`src/rtl/multi_input_activity_selector_if.sv`:
```
// Bus bundle for the activity selector: candidate inputs, test-mode controls and selection status.
interface multi_input_activity_selector_if #(
  parameter int unsigned NUM_IN = 4
);
  localparam int unsigned IDX_W = $clog2(NUM_IN);

  logic [NUM_IN-1:0] in;
  logic              testmode;
  logic [IDX_W-1:0]  test_sel;
  logic              out;
  logic [IDX_W-1:0]  sel_idx;
  logic              locked;
  logic              switched;

  // Source side: drives the candidate inputs and test controls, observes the selection
  modport master (
    output in, testmode, test_sel,
    input  out, sel_idx, locked, switched
  );

  // Selector side
  modport slave (
    input  in, testmode, test_sel,
    output out, sel_idx, locked, switched
  );
endinterface

```
`src/rtl/multi_input_activity_selector.sv`:
```
// Picks one of NUM_IN serial inputs by rising-edge activity, with idle timeout,
// sticky selection and a forced test mode; forwards the chosen input registered.
module multi_input_activity_selector #(
  parameter int unsigned NUM_IN      = 4,
  parameter int unsigned EDGE_THRESH = 63,
  parameter int unsigned TIMEOUT     = 1024
) (
  input logic                         clk,
  input logic                         rst,
  multi_input_activity_selector_if.slave bus
);
  localparam int unsigned IDX_W  = $clog2(NUM_IN);
  localparam int unsigned CNT_W  = $clog2(EDGE_THRESH + 1);
  localparam int unsigned IDLE_W = $clog2(TIMEOUT + 1);

  localparam logic [CNT_W-1:0]  CNT_MAX   = CNT_W'(EDGE_THRESH);
  localparam logic [IDLE_W-1:0] IDLE_MAX  = IDLE_W'(TIMEOUT);
  localparam logic [IDLE_W-1:0] IDLE_LAST = IDLE_W'(TIMEOUT - 1);
  localparam logic [IDX_W-1:0]  LAST_IDX  = IDX_W'(NUM_IN - 1);

  logic [NUM_IN-1:0] in_q;
  logic [NUM_IN-1:0] edge_det;
  logic [NUM_IN-1:0] qualified;
  logic [CNT_W-1:0]  cnt  [NUM_IN];
  logic [IDLE_W-1:0] idle [NUM_IN];

  logic [IDX_W-1:0]  sel_q;
  logic [IDX_W-1:0]  next_sel;
  logic [31:0]       test_sel_w;
  logic              out_q;
  logic              locked_q;
  logic              switched_q;

  assign test_sel_w = 32'(bus.test_sel);

  // Rising-edge detect and qualification flags from registered state
  always_comb begin
    edge_det  = bus.in & ~in_q;
    qualified = '0;
    for (int i = 0; i < int'(NUM_IN); i++) begin
      qualified[i] = (cnt[i] == CNT_MAX);
    end
  end

  // Per-channel edge counter and idle timer; an edge beats a simultaneous timeout
  always_ff @(posedge clk) begin
    if (rst) begin
      in_q <= '0;
      for (int i = 0; i < int'(NUM_IN); i++) begin
        cnt[i]  <= '0;
        idle[i] <= '0;
      end
    end else begin
      in_q <= bus.in;
      for (int i = 0; i < int'(NUM_IN); i++) begin
        if (edge_det[i]) begin
          idle[i] <= '0;
          if (cnt[i] < CNT_MAX) begin
            cnt[i] <= cnt[i] + 1'b1;
          end
        end else begin
          if (idle[i] != IDLE_MAX) begin
            idle[i] <= idle[i] + 1'b1;
          end
          // Idle reaches TIMEOUT on this clock: drop the qualification
          if (idle[i] >= IDLE_LAST) begin
            cnt[i] <= '0;
          end
        end
      end
    end
  end

  // Next selection: forced index, else sticky current, else lowest qualified, else fallback
  always_comb begin
    next_sel = LAST_IDX;
    if (bus.testmode) begin
      next_sel = (test_sel_w > 32'(NUM_IN - 1)) ? LAST_IDX : bus.test_sel;
    end else if (qualified[sel_q]) begin
      next_sel = sel_q;
    end else begin
      for (int i = int'(NUM_IN) - 1; i >= 0; i--) begin
        if (qualified[i]) begin
          next_sel = IDX_W'(i);
        end
      end
    end
  end

  // Registered selection and forwarded data
  always_ff @(posedge clk) begin
    if (rst) begin
      sel_q      <= LAST_IDX;
      out_q      <= 1'b0;
      locked_q   <= 1'b0;
      switched_q <= 1'b0;
    end else begin
      sel_q      <= next_sel;
      out_q      <= bus.in[next_sel];
      locked_q   <= !bus.testmode && qualified[next_sel];
      switched_q <= (next_sel != sel_q);
    end
  end

  assign bus.sel_idx  = sel_q;
  assign bus.out      = out_q;
  assign bus.locked   = locked_q;
  assign bus.switched = switched_q;
endmodule

```
`src/flat_wrapper.sv`:
```
// flat-port wrapper written by rule: the top's interface ports become plain ports
module multi_input_activity_selector_flat 
#(
  parameter int unsigned NUM_IN      = 4,
  parameter int unsigned EDGE_THRESH = 63,
  parameter int unsigned TIMEOUT     = 1024
)
  (clk, rst, bus_in, bus_testmode, bus_test_sel, bus_out, bus_sel_idx, bus_locked, bus_switched);
  multi_input_activity_selector_if #(.NUM_IN(NUM_IN)) bus_i ();
  input logic clk;
  input logic rst;
  input wire logic [$bits(bus_i.in)-1:0] bus_in;
  input wire logic [$bits(bus_i.testmode)-1:0] bus_testmode;
  input wire logic [$bits(bus_i.test_sel)-1:0] bus_test_sel;
  output wire logic [$bits(bus_i.out)-1:0] bus_out;
  output wire logic [$bits(bus_i.sel_idx)-1:0] bus_sel_idx;
  output wire logic [$bits(bus_i.locked)-1:0] bus_locked;
  output wire logic [$bits(bus_i.switched)-1:0] bus_switched;
  assign bus_i.in = bus_in;
  assign bus_i.testmode = bus_testmode;
  assign bus_i.test_sel = bus_test_sel;
  assign bus_out = bus_i.out;
  assign bus_sel_idx = bus_i.sel_idx;
  assign bus_locked = bus_i.locked;
  assign bus_switched = bus_i.switched;
  multi_input_activity_selector #(.NUM_IN(NUM_IN), .EDGE_THRESH(EDGE_THRESH), .TIMEOUT(TIMEOUT)) u_core (.clk(clk), .rst(rst), .bus(bus_i));
endmodule
```
`config.mk`:
```
export PLATFORM = sky130hd
export DESIGN_NAME = multi_input_activity_selector_flat
export DESIGN_NICKNAME = d
export VERILOG_FILES = /design/src/rtl/multi_input_activity_selector_if.sv /design/src/rtl/multi_input_activity_selector.sv /design/src/flat_wrapper.sv
export SDC_FILE = /design/constraint.sdc
export NUM_CORES = 1
export LEC_CHECK = 0
export ABC_CLOCK_PERIOD_IN_PS = 3700
export CAP_MARGIN = 20
export CORE_UTILIZATION = 45
export DETAILED_ROUTE_END_ITERATION = 7
export PLACE_DENSITY = 0.72
export SETUP_SLACK_MARGIN = 0.1
export SLEW_MARGIN = 20
export SYNTH_ARGS = -nofsm -noshare
export SYNTH_HDL_FRONTEND = slang
export SYNTH_SLANG_ARGS = --single-unit
```
`constraint.sdc`:
```
create_clock -name clk -period 3.7 [get_ports clk]
set_input_delay 0.37 -clock clk [delete_from_list [all_inputs] [get_ports clk]]
set_output_delay 0.37 -clock clk [all_outputs]
set_load 0.05 [all_outputs]
```
==> load_flow_metrics.sql, run 1 <==
INSERT INTO impl_metrics (metric_group, metric, value, unit) VALUES
('cts', 'clkSlewWorstSetupHoldPaths', '0.07', 'ns'),
('pwr', 'ir_worst_vdd', '0.000153', 'V'),
('cts', 'ctsLongestPathBuffers', '2', ''),
('routing', 'vias_per_cell', '5.45', ''),
('die', 'fp.dieW', '98.1', 'um'),
('layout', 'fin_area', '4580', 'um^2'),
('worst_setup_path', 'critPathArrivalTime', '2.16', 'ns'),
('sta', 'fin_crit_sh', '59.1', '%'),
('synthesis', 'syn-num-nets', '420', ''),
('cts', 'cts_setup_buffers', '0', ''),
('sta', 'timing.slew.headroom', '44.1', '%'),
('sta', 'final-hold-violation-count', '0', ''),
('global_route', 'globalRouteTotalUtil', '16.9', '%'),
('worst_setup_path', 'criticalPathCategory', 'reg -> reg', ''),
('cts', 'cts_tree', 'done', ''),
('global_route', 'number_of_antenna_violations_at_the_first_check_in_global_routing', '0', ''),
('cts', 'clock-root-buffer', 'sky130_fd_sc_hd__clkbuf_8', ''),
('outcome', 'status', 'complete, no violations', ''),
('synthesis', 'synth.largest_area_cell', 'sky130_fd_sc_hd__edfxtp_1', ''),
('die', 'floorplan.rows', '34', ''),
('cts', 'worstSkewPairLatency', '0.35', 'ns'),
('placed_design', 'post_place_instance_area', '4400', 'um^2'),
('sta', 'number_of_failing_setup_endpoints_in_the_final_timing_report', '0', ''),
('cts', 'cts_repair_resize_count', '0', ''),
('routing', 'remaining_drc_errors', '0', ''),
('pwr', 'power_frac_clock', '33.8', '%'),
('sta', 'fmax', '457', 'MHz'),
('worst_setup_path', 'worstPathMaxFanout', '6', ''),
('global_route', 'grt_first_pass_wirelength', '12.7', 'mm'),
('routing', 'drtAntennaViolNets', '0', ''),
('worst_setup_path', 'timing.critical_path.slowest_cell_delay', '0.67', 'ns'),
('worst_setup_path', 'worstSetupStartpoint', 'u_core.cnt[0][6]', ''),
('synthesis', 'yosys_most_used_dff', 'sky130_fd_sc_hd__edfxtp_1', ''),
('routing', 'routedWlPerCell', '14.1', 'um'),
('synthesis', 'synth.yosys.seq_area_share', '53.5', '%'),
('sta', 'timing.clock.skew', '0.00737', 'ns'),
('synthesis', 'synth.most_common_cell', 'sky130_fd_sc_hd__nor2_1', ''),
('routing', 'drt_wl_total', '7.47', 'mm'),
('pwr', 'total_leakage_power', '1.71', 'nW'),
('worst_setup_path', 'crit_chain', 'ha_1 > and2_1 > nand2_1 > nor2_1 > o21ai_0', ''),
('hold_path', 'hold_path.startpoint', 'u_core.cnt[0][12]', ''),
('synthesis', 'syn_area_per_cell', '10.4', 'um^2'),
('layout', 'area_delta_synth_final', '10.2', '%'),
('layout', 'number_of_standard_cells_in_the_final_layout_excluding_fillers', '530', ''),
('global_route', 'grt_max_degree', '22', ''),
('layout', 'proportion_of_layout_cells_with_a_drive_suffix_above_1', '4.98', '%'),
('synthesis', 'synth_top_area_share', '49.2', '%'),
('die', 'floorplan.initialDensity', '47.1', '%'),
('hold_path', 'holdCritPathClass', 'reg -> reg', ''),
('die', 'io_pins', '14', ''),
('worst_setup_path', 'critical_path.reg2reg.startpoint', 'u_core.cnt[0][6]', ''),
('sta', 'hold_ws', '0.594', 'ns'),
('synthesis', 'synthesis.yosys.warnings', '0', ''),
('synthesis', 'synth.top_cells.by_area', 'sky130_fd_sc_hd__edfxtp_1 (49%), sky130_fd_sc_hd__nor2_1 (6.6%), sky130_fd_sc_hd__xor2_1 (5.5%), sky130_fd_sc_hd__xnor2_1 (5.3%), sky130_fd_sc_hd__dfxtp_1 (4.3%)', ''),
('placed_design', 'place_inst', '514', ''),
('routing', 'drt_first_pass_iters', '4', ''),
('die', 'die_y', '98.1', 'um'),
('synthesis', 'syn-instance-count', '399', ''),
('routing', 'routed-via-count', '2888', ''),
('pwr', 'power-per-cell-area', '373', 'nW/um^2'),
('flow_run', 'drv_cap', '0', ''),
('global_route', 'first_global_vias', '2700', ''),
('layout', 'nets', '438', ''),
('sta', 'final_max_slew_viol_count', '0', ''),
('die', 'core_area', '8810', 'um^2'),
('sta', 'measured_slew_at_the_worst_slew_check_pin', '0.830', 'ns'),
('sta', 'final.min_clock_period', '2.19', 'ns'),
('cts', 'cts.sink_count', '77', ''),
('pwr', 'netSwitchingFraction', '23.8', '%'),
('sta', 'grt_setup_unrepaired', 'false', ''),
('synthesis', 'synthDistinctLibCells', '43', '');
[worst paths after layout]
kind                       endpoint  slack, ns  cells past startpoint
setup / recovery   u_core.cnt[0][6]       1.51                      5
hold / removal    u_core.cnt[0][12]       0.59                      1
setup reg to reg   u_core.cnt[0][6]       1.51                      5
hold reg to reg   u_core.cnt[0][12]       0.59                      1
[metrics by stage]
stage	worst slack [ns]	utilization [%]	power, W
2_1_floorplan	1.64	-	0.00111
3_3_place_gp	1.49	49.9	0.00114
3_5_place_dp	1.42	49.9	0.00115
4_1_cts	1.53	52.0	0.00172
5_1_grt	1.33	52.0	0.00177
6_report	1.51	52.0	0.00171
[cell type report]
class	instances	area (um^2)
fillers	771	4230
inverters	20	75.1
flip-flops and latches	77	2220
well taps	108	135
clock inverters	4	22.5
multi-input cells	295	1830
repair buffers	14	138
clock buffers	12	155
[power by group through the flow]
stage	Clock (W)	Sequential, W	Combinational (W)
floorplan	0	0.00103	0.0000810
global placement	0	0.00102	0.000122
detailed placement	0	0.00102	0.000126
CTS	0.000594	0.00100	0.000127
global route	0.000621	0.00101	0.000141
finish	0.000578	0.00100	0.000126
[cell usage in the layout, fill, tap and decap left out, types with 4 or more instances in the layout]
| cell type | count |
|---|---|
| sky130_fd_sc_hd__a21oi_1 | 6 |
| sky130_fd_sc_hd__and3_1 | 14 |
| sky130_fd_sc_hd__and4_1 | 7 |
| sky130_fd_sc_hd__clkbuf_8 | 11 |
| sky130_fd_sc_hd__clkdlybuf4s50_1 | 13 |
| sky130_fd_sc_hd__dfxtp_1 | 9 |
| sky130_fd_sc_hd__edfxtp_1 | 68 |
| sky130_fd_sc_hd__ha_1 | 12 |
| sky130_fd_sc_hd__inv_1 | 20 |
| sky130_fd_sc_hd__nand2_1 | 26 |
| sky130_fd_sc_hd__nand2b_1 | 6 |
| sky130_fd_sc_hd__nand3_1 | 25 |
| sky130_fd_sc_hd__nand4_1 | 8 |
| sky130_fd_sc_hd__nor2_1 | 73 |
| sky130_fd_sc_hd__nor2b_1 | 7 |
| sky130_fd_sc_hd__nor3_1 | 9 |
| sky130_fd_sc_hd__nor4_1 | 8 |
| sky130_fd_sc_hd__o21ai_0 | 6 |
| sky130_fd_sc_hd__or3_1 | 4 |
| sky130_fd_sc_hd__xnor2_1 | 25 |
| sky130_fd_sc_hd__xor2_1 | 26 |
[worst max-delay path, delay by kind of cell, from the launching register on]
kind / cells / cell delay [ns]
simple gates: 3 / 0.45
compound gates: 1 / 0.67
fa+ha+maj: 1 / 0.27
flops: 1 / 0.42
[sequential cells by signal, summed over array words and instances, names as in the netlist]
register             count
u_core.bus.locked        1
u_core.bus.out           1
u_core.bus.sel_idx       2
u_core.bus.switched      1
u_core.cnt              24
u_core.idle             44
u_core.in_q              4
[logic make-up (layout without fill, tap and decap cells)]
logic type,Yosys count,in the layout,synth area share [%]
AO/OA/AOI/OAI,34,34,6.03
XOR/XNOR,51,51,10.8
adder cells (fa/ha/maj),12,12,3.62
buffers and inverters,27,50,2.44
flip-flops,77,77,53.5
AND/OR/NAND/NOR,198,198,23.6
[layer usage]
metal / share of wire, % / vias to the layer above / GRT usage, %
met5: 0 / - / 0
met4: 1.6 / 0 / 9.56
met1: 50 / 1373 / 23.4
li1: - / 1461 / -
met2: 45 / 45 / 25.0
met3: 2.7 / 9 / 3.01
(Power assumes the default switching activity.)
==> inputs of run 2 (changes only) <==
ABC_CLOCK_PERIOD_IN_PS = 2000   (was 3700)
PLACE_DENSITY = 0.74   (was 0.72)
clock period = 2 ns   (was 3.7 ns; I/O delays follow)
==> run 2 against run 1 <==
Net effect:
- register-to-register slack lost 1.4 ns
- via count grew 5.7%
- critical path type unchanged
- fmax grew 15%
- highest routed layer unchanged
- non-clock buffer count grew 26
- cell count grew 4.9%
- sequential power grew 86%
==> load_flow_metrics.sql, run 2 (synthesis results as in run 1) <==
INSERT INTO impl_metrics (metric_group, metric, value, unit) VALUES
('outcome', 'status', 'complete, no violations', ''),
('pwr', 'total_leakage_power', '1.85', 'nW'),
('cts', 'clock-root-buffer', 'sky130_fd_sc_hd__clkbuf_8', ''),
('pwr', 'power.total', '0.00339', 'W'),
('sta', 'fmax', '528', 'MHz'),
('die', 'core_area', '8810', 'um^2'),
('flow_run', 'drv_cap', '0', ''),
('pwr', 'p_sw', '0.000766', 'W'),
('cts', 'clkSlewWorstSetupHoldPaths', '0.07', 'ns'),
('global_route', 'globalRouteTotalUtil', '17.8', '%'),
('die', 'die-area', '9610', 'um^2'),
('routing', 'vias_per_cell', '5.49', ''),
('sta', 'timing.slew.headroom', '64.4', '%'),
('layout', 'layout_top_registers', 'u_core.idle (44), u_core.cnt (24), u_core.in_q (4)', ''),
('worst_setup_path', 'criticalPathCategory', 'reg -> reg', ''),
('sta', 'measured_slew_at_the_worst_slew_check_pin', '0.533', 'ns'),
('cts', 'htree_levels', '3', ''),
('cts', 'ctsLongestPathBuffers', '2', ''),
('worst_setup_path', 'cp_startpoint_kind', 'flop', ''),
('routing', 'routedWlPerCell', '14.6', 'um'),
('die', 'fp.dieW', '98.1', 'um'),
('pwr', 'sequentialPowerShare', '54.9', '%'),
('sta', 'final-hold-violation-count', '0', ''),
('routing', 'drt-initial-drc-count', '224', ''),
('pwr', 'power-per-cell-area', '692', 'nW/um^2'),
('cts', 'cts.sink_count', '77', ''),
('placed_design', 'gpl_congestion', '0.785', ''),
('routing', 'drt_first_pass_iters', '4', ''),
('die', 'die_y', '98.1', 'um'),
('routing', 'drt_wl_total', '8.14', 'mm'),
('worst_setup_path', 'cpMaxStageDelayCell', 'sky130_fd_sc_hd__edfxtp_1', ''),
('pwr', 'ir_worst_vdd', '0.000371', 'V'),
('global_route', 'grt_remaining_overflow', '0', ''),
('hold_path', 'holdCritPathClass', 'in -> reg', ''),
('placed_design', 'post-dp-hpwl', '5.67', 'mm'),
('routing', 'routed-via-count', '3053', ''),
('pwr', 'power_frac_clock', '36.8', '%'),
('global_route', 'grt_max_degree', '18', ''),
('layout', 'nets', '464', ''),
('cts', 'cts_tree', 'done', ''),
('cts', 'cts_made_buffers', '9', ''),
('worst_setup_path', 'timing.critical_path.slowest_cell_delay', '0.41', 'ns'),
('layout', 'proportion_of_layout_cells_with_a_drive_suffix_above_1', '15.2', '%'),
('sta', 'grt_setup_unrepaired', 'true', ''),
('layout', 'fin_area', '4890', 'um^2'),
('worst_setup_path', 'worst_ep_required_time', '2.29', 'ns'),
('worst_setup_path', 'crit_chain', 'ha_2 > and4_4 > and2_4 > a2111o_1 > a222oi_1 > o211a_1', ''),
('sta', 'fin_crit_sh', '94.7', '%'),
('placed_design', 'placement.io_buffers', '13', ''),
('placed_design', 'place_inst', '530', ''),
('layout', 'area_delta_synth_final', '17.8', '%'),
('sta', 'timing.clock.skew', '0.00653', 'ns'),
('worst_setup_path', 'worstPathMaxFanout', '4', ''),
('layout', 'num_antenna_cells', '0', ''),
('pwr', 'netSwitchingFraction', '22.6', '%'),
('layout', 'largest_register_ffs', '44', ''),
('layout', 'mostFrequentLayoutCell', 'sky130_fd_sc_hd__nor2_1', ''),
('pwr', 'combinationalPowerShare', '8.3', '%'),
('die', 'io_pins', '14', ''),
('routing', 'drtAntennaViolNets', '0', ''),
('global_route', 'grt_first_pass_wirelength', '13.5', 'mm'),
('sta', 'number_of_failing_setup_endpoints_in_the_final_timing_report', '0', ''),
('sta', 'final.min_clock_period', '1.89', 'ns'),
('routing', 'remaining_drc_errors', '0', ''),
('layout', 'most-common-layout-cells', 'sky130_fd_sc_hd__nor2_1 (73), sky130_fd_sc_hd__edfxtp_1 (68), sky130_fd_sc_hd__nand2_1 (26), sky130_fd_sc_hd__xor2_1 (26)', ''),
('layout', 'number_of_standard_cells_in_the_final_layout_excluding_fillers', '556', ''),
('global_route', 'number_of_antenna_violations_at_the_first_check_in_global_routing', '0', ''),
('cts', 'cts_hold_buf', '0', ''),
('worst_setup_path', 'setup.worst_path.end_class', 'flop', ''),
('sta', 'final_max_slew_viol_count', '0', ''),
('worst_setup_path', 'critPathArrivalTime', '2.18', 'ns'),
('die', 'floorplan.initialDensity', '47.1', '%'),
('cts', 'worstSkewPairLatency', '0.34', 'ns'),
('die', 'floorplan.rows', '34', ''),
('layout', 'top_register', 'u_core.idle', ''),
('pwr', 'p_int', '0.00262', 'W'),
('global_route', 'first_global_vias', '3043', ''),
('sta', 'totalNegativeSetupSlack', '0', 'ns'),
('placed_design', 'post_place_instance_area', '4520', 'um^2');
==> run 2: what timing repair did <==
item	4_1_cts	5_1_grt
buffers inserted	5	5
setup endpoints to repair	14	37
pin swaps	7	15
gates resized for setup	7	16
==> run 2: layout make-up <==
type	count	area (um^2)
flip-flops and latches	77	2220
well taps	108	135
inverters	20	75.1
repair buffers	40	340
clock inverters	6	78.8
fillers	753	3920
clock buffers	10	128
multi-input cells	295	1910
==> run 2: worst paths after layout <==
kind | start | endpoint | slack [ns] | depth (start not counted)
worst min-delay path | bus_in[3] | u_core.in_q[3] | 0.52 | 2
worst max-delay path | u_core.cnt[0][1] | u_core.bus.locked | 0.11 | 6
worst max register to register | u_core.cnt[0][1] | u_core.bus.locked | 0.11 | 6
worst min register to register | u_core.bus.sel_idx[0] | u_core.bus.switched | 0.55 | 2
==> run 2: power groups by stage <==
| stage | sequential, W | combinational [W] | clock, W |
|---|---|---|---|
| after CTS | 0.00186 | 0.000270 | 0.00126 |
| after detailed placement | 0.00189 | 0.000256 | 0 |
| final | 0.00186 | 0.000280 | 0.00125 |
| after floorplan | 0.00190 | 0.000150 | 0 |
| after global placement | 0.00189 | 0.000247 | 0 |
| after global routing | 0.00187 | 0.000313 | 0.00133 |
==> run 2: metrics by stage <==
step / hold WS [ns] / utilization, % / setup WS, ns
finish: 0.524 / 55.5 / 0.106
global route: 0.541 / 55.5 / 0.0286
CTS: 0.528 / 54.3 / 0.112
detailed placement: 0.543 / 51.4 / 0.0183
global placement: 0.545 / 51.4 / 0.0748
floorplan: 0.328 / - / 0.109
==> run 2: layer usage <==
layer / wire, um / part of all wire [%] / global-route usage (%) / vias up
li1: - / - / - / 1509
met1: 3680 / 45 / 22.2 / 1466
met2: 3970 / 49 / 29.6 / 63
met3: 308 / 3.8 / 3.08 / 15
met4: 184 / 2.3 / 9.09 / 0
met5: 0 / 0 / 0 / -
==> run 2: critical path, delay by kind of cell, from the launching register on <==
kind,cells,cell delay [ns]
flip-flops,1,0.41
AND/OR/NAND/NOR,2,0.30
AO/OA/AOI/OAI,3,0.93
adder cells (fa/ha/maj),1,0.21
==> inputs of run 3 (changes only) <==
HOLD_SLACK_MARGIN = 0.02   (was default)
==> results of run 3 <==
Final layout, timing and power as in run 2 (identical DEF).
